`src/rtl/demux1t2_5_buf_pkg.sv`:
```
// Shared definitions for the 1-to-2 registered 5-bit demultiplexer.
package demux_pkg;

    localparam int WIDTH_DEF = 5;
    localparam int CNT_W_DEF = 8;

    typedef enum logic {
        EMPTY = 1'b0,
        FULL  = 1'b1
    } slot_st_t;

endpackage

```
`src/rtl/demux1t2_5_buf_out_slot.sv`:
```
// One-entry output register slice with valid/ready drain and a delivered-word counter.
module out_slot
    import demux_pkg::*;
#(
    parameter int WIDTH = WIDTH_DEF,
    parameter int CNT_W = CNT_W_DEF
) (
    input  logic             clk,
    input  logic             rst_n,
    input  logic             wr,
    input  logic [WIDTH-1:0] wdata,
    input  logic             rd_ready,
    output logic             valid,
    output logic [WIDTH-1:0] data,
    output logic [CNT_W-1:0] cnt,
    output logic             can_accept
);

    slot_st_t         r_state;
    slot_st_t         w_next_state;
    logic [WIDTH-1:0] r_data;
    logic [CNT_W-1:0] r_cnt;
    logic             w_drain;

    assign w_drain    = (r_state == FULL) && rd_ready;
    assign valid      = (r_state == FULL);
    assign data       = r_data;
    assign cnt        = r_cnt;
    // A full slot can still take a word in the same cycle it is drained.
    assign can_accept = (r_state == EMPTY) || rd_ready;

    always_ff @(posedge clk or negedge rst_n) begin
        if (!rst_n) begin
            r_state <= EMPTY;
        end else begin
            r_state <= w_next_state;
        end
    end

    always_comb begin
        w_next_state = r_state;
        unique case (r_state)
            EMPTY: if (wr) w_next_state = FULL;
            FULL:  if (w_drain && !wr) w_next_state = EMPTY;
            default: w_next_state = EMPTY;
        endcase
    end

    always_ff @(posedge clk or negedge rst_n) begin
        if (!rst_n) begin
            r_data <= '0;
        end else if (wr) begin
            r_data <= wdata;
        end
    end

    always_ff @(posedge clk or negedge rst_n) begin
        if (!rst_n) begin
            r_cnt <= '0;
        end else if (w_drain) begin
            r_cnt <= r_cnt + CNT_W'(1);
        end
    end

endmodule

```
`src/rtl/demux1t2_5_buf.sv`:
```
// Registered 1-to-2 demultiplexer: routes each accepted word to one of two buffered outputs.
module demux1t2_5_buf
    import demux_pkg::*;
#(
    parameter int WIDTH = WIDTH_DEF,
    parameter int CNT_W = CNT_W_DEF
) (
    input  logic             clk,
    input  logic             rst_n,
    input  logic             in_valid,
    output logic             in_ready,
    input  logic [WIDTH-1:0] in_data,
    input  logic             s,
    output logic             out0_valid,
    input  logic             out0_ready,
    output logic [WIDTH-1:0] out0_data,
    output logic             out1_valid,
    input  logic             out1_ready,
    output logic [WIDTH-1:0] out1_data,
    output logic [CNT_W-1:0] cnt0,
    output logic [CNT_W-1:0] cnt1
);

    logic w_can0;
    logic w_can1;
    logic w_acc;
    logic w_wr0;
    logic w_wr1;

    // Ready depends only on the selected slot, so a stalled consumer never blocks the other.
    assign in_ready = s ? w_can1 : w_can0;
    assign w_acc    = in_valid && in_ready;
    assign w_wr0    = w_acc && !s;
    assign w_wr1    = w_acc && s;

    out_slot #(
        .WIDTH(WIDTH),
        .CNT_W(CNT_W)
    ) u_slot0 (
        .clk       (clk),
        .rst_n     (rst_n),
        .wr        (w_wr0),
        .wdata     (in_data),
        .rd_ready  (out0_ready),
        .valid     (out0_valid),
        .data      (out0_data),
        .cnt       (cnt0),
        .can_accept(w_can0)
    );

    out_slot #(
        .WIDTH(WIDTH),
        .CNT_W(CNT_W)
    ) u_slot1 (
        .clk       (clk),
        .rst_n     (rst_n),
        .wr        (w_wr1),
        .wdata     (in_data),
        .rd_ready  (out1_ready),
        .valid     (out1_valid),
        .data      (out1_data),
        .cnt       (cnt1),
        .can_accept(w_can1)
    );

endmodule
```
`config.mk`:
```
export PLATFORM = sky130hd
export DESIGN_NAME = demux1t2_5_buf
export DESIGN_NICKNAME = d
export VERILOG_FILES = /design/src/rtl/demux1t2_5_buf_pkg.sv /design/src/rtl/demux1t2_5_buf_out_slot.sv /design/src/rtl/demux1t2_5_buf.sv
export SDC_FILE = /design/constraint.sdc
export NUM_CORES = 1
export LEC_CHECK = 0
export CAP_MARGIN = 20
export CORE_MARGIN = 5
export CORE_UTILIZATION = 63
export CTS_CLUSTER_SIZE = 12
export DETAILED_ROUTE_END_ITERATION = 7
export DONT_BUFFER_PORTS = 1
export HOLD_SLACK_MARGIN = 0.08
export PLACE_DENSITY = 0.79
export SYNTH_ARGS = -nofsm -noshare
export SYNTH_HDL_FRONTEND = slang
export SYNTH_SLANG_ARGS = --single-unit
```
`constraint.sdc`:
```
create_clock -name clk -period 2.73 [get_ports clk]
set_clock_uncertainty 0.1 [all_clocks]
set_input_delay 0.1365 -clock clk [delete_from_list [all_inputs] [get_ports clk]]
set_output_delay 0.1365 -clock clk [all_outputs]
set_load 0.05 [all_outputs]
```
==> flow_summary_export.csv <==
group,metric,value,unit
run_status,status,"finished, final reports clean",
yosys,synth_cell_types,19,
pwr,ir_worst_vdd,989,µV
clocking,clkTransAtPathRegs,0.14,ns
clocking,htreeDepth,1,
layout,post-route-util,78.7,%
die,die_area,2860,µm²
drt,final_antenna_net_count,0,
die,die_w,53.5,µm
layout,drive_gt1_share,19.8,%
layout,antennaDiodeCount,0,
pwr,p_clk_share,11.3,%
yosys,synth-adder-area-share,2.10,%
drt,via_per_inst,5.69,
worst_setup_path,rr_endpoint,"u_slot1.valid$_DFF_PN0_",
worst_setup_path,path_class,"reg -> out",
timing,setup_ws,0.811,ns
layout,most-common-layout-cells,"dfrtp_1 (28), dlygate4sd3_1 (12), nand2_1 (9)",
clocking,clockBufferDepth,2,
drt,drt_pass1_iterations,4,
yosys,synth_top_cells_by_area,"dfrtp_1 (59%), mux2_2 (7.5%), mux2_4 (6.3%)",
die,initial_core_util,67.7,%
timing,fmax,521,MHz
placed_design,dp_hpwl,1.49,mm
yosys,syn_area_per_cell,13.3,µm²
timing,rsz0062_at_grt,"false",
job,cap_violations,0,
timing,setup_violations,0,
yosys,synth-simple-area-share,14.5,%
yosys,synth_top_area_share,58.7,%
die,die_h,53.5,µm
clocking,insertion_delay,0.31,ns
yosys,synth_area,1190,µm²
worst_setup_path,r2r_setup_slack,0.98,ns
global_route,grt_antenna_before_repair,0,
worst_setup_path,start_kind,"flop",
global_route,grt_pass1_wl,3.88,mm
timing,fin_crit,1.92,ns
worst_setup_path,cp.required,2.49,ns
die,core,1760,µm²
pwr,power_frac_seq,72.6,%
global_route,gr-usage-all-layers,19.1,%
drt,wl,2.34,mm
pwr,p_int,0.000691,W
global_route,grt_start_max_net_pins,29,
timing,setup_tns,0,ns
drt,wl_per_cell,17.9,µm
timing,worst_pin_slew,0.612,ns
worst_setup_path,endpoint_kind,"output port",
worst_setup_path,cp.arrival,1.68,ns
timing,hold_viol,0,
yosys,synth_top_family_by_area,"simple AND/OR/NAND/NOR gates",
clocking,numCtsBuffers,3,
yosys,synthesis.nets,103,
hold_path,hold_class,"in -> async",
yosys,syn_inst,90,
placed_design,pre_cts_ws,1.06,ns
global_route,grt-ovfl-total,0,
yosys,ys_seq_area_share,58.7,%
pwr,p_per_area,1010,nW/µm²
pwr,swShare,50.9,%
drt,dr_total_vias,746,
clocking,cts_setup_buffers,0,
timing,slew_viol_final,0,
yosys,yosys.area.top_type,"dfrtp_1",
layout,area_growth,16.2,%
die,ios,40,
yosys,synth_xor_xnor_area_share,10.3,%
yosys,yosys_warnings,0,
clocking,root_buffer,"clkbuf_4",
pwr,power,0.00141,W
worst_setup_path,r2r_start,"u_slot1.valid$_DFF_PN0_",
drt,drt_iter0_drc,6,
pwr,p_sw,0.000717,W
clocking,cts_tree,"yes",
layout,final_common_cell,"dfrtp_1",
pwr,leakagePower,0.637,nW
worst_setup_path,rr_worst_depth,3,
worst_setup_path,crit_fanout,6,
placed_design,place_congestion,0.773,
drt,drc,0,
yosys,synth_compound_area_share,0,%
yosys,ys_seq_elements,28,
yosys,synthMuxAreaShare,13.8,%
die,rows,15,
pwr,comb_power_share,16.1,%
placed_design,portBuffers,0,
layout,final_nets,121,
timing,period_share,70.3,%
timing,max_slew_margin,59.2,%
global_route,first_global_vias,821,
clocking,cts.sinks,28,
==> cells by family (layout without fill, tap and decap cells) <==
family,Yosys count,count (layout)
and+or+nand+nor,31,31
DFF,28,28
xor gates and xnor gates,14,14
muxes,13,13
adders and majority gates,2,2
buffers and inverters,2,18
==> sequential cells by signal, indices dropped and copies added (netlist names) <==
register / cells
u_slot0.cnt: 8
u_slot0.valid: 1
u_slot1.data: 5
u_slot0.data: 5
u_slot1.cnt: 8
u_slot1.valid: 1
==> worst max path at each step <==
stage / from / end / slack (ns) / cells after the start
2_1_floorplan: u_slot1.valid$_DFF_PN0_ / u_slot1.data[0]$_DFFE_PN0P_ / 1.17 / 3
3_3_place_gp: u_slot1.valid$_DFF_PN0_ / u_slot1.data[4]$_DFFE_PN0P_ / 1.08 / 3
3_5_place_dp: u_slot1.valid$_DFF_PN0_ / u_slot1.data[1]$_DFFE_PN0P_ / 1.06 / 3
4_1_cts: u_slot1.valid$_DFF_PN0_ / in_ready / 0.82 / 2
5_1_grt: u_slot0.valid$_DFF_PN0_ / in_ready / 0.75 / 2
6_report: u_slot1.valid$_DFF_PN0_ / in_ready / 0.81 / 2
==> critical path, stage by stage (launching register included) <==
cell and delay [ns]:
dfrtp_1 0.75, nand2b_1 0.19, mux2_2 0.43
==> power by group through the flow <==
stage | combinational (W) | clock, W | sequential [W]
after floorplan | 0.000169 | 0 | 0.00100
after global placement | 0.000184 | 0 | 0.00103
after detailed placement | 0.000194 | 0 | 0.00103
after CTS | 0.000224 | 0.000163 | 0.00103
after global routing | 0.000253 | 0.000183 | 0.00104
final | 0.000226 | 0.000159 | 0.00102
==> area by class of cell <==
cell class / instances / area (µm²)
well taps: 25 / 31.3
flip-flops and latches: 28 / 701
clock buffers: 3 / 22.5
inverters: 2 / 7.51
fillers: 120 / 377
repair buffers: 13 / 140
multi-input cells: 60 / 485
==> per-layer routing <==
| layer | track usage [%] | routed length (µm) |
|---|---|---|
| met3 | 5.92 | 214 |
| met5 | 0 | 0 |
| met2 | 34.7 | 1250 |
| met4 | 5.11 | 13 |
| met1 | 21.4 | 866 |
==> cells in the mapped netlist <==
cell	n
dfrtp_1	28
nand2_1	9
mux2_2	8
xnor2_1	8
xor2_1	6
mux2_4	5
nand4_1	4
nor2_1	4
nand3_1	3
nor3_1	3
ha_1	2
inv_1	2
nand2b_1	2
and2_1	1
and2b_4	1
and3_1	1
nand3_2	1
nand3b_2	1
nor4_2	1
==> repair_timing <==
item                                   in CTS  in global routing
endpoints found under the hold margin      52                  0
gates resized for setup                     0                  0
hold buffers                               13                  0
==> through the flow <==
stage	hold slack, ns	instances	area, µm²
detailed placement	-0.258	115	1220
global route	0.139	131	1390
finish	0.142	131	1390
global placement	-0.258	115	1220
CTS	0.137	131	1390
floorplan	-0.259	90	1190
No activity file was read; power rests on OpenSTA's default activity.
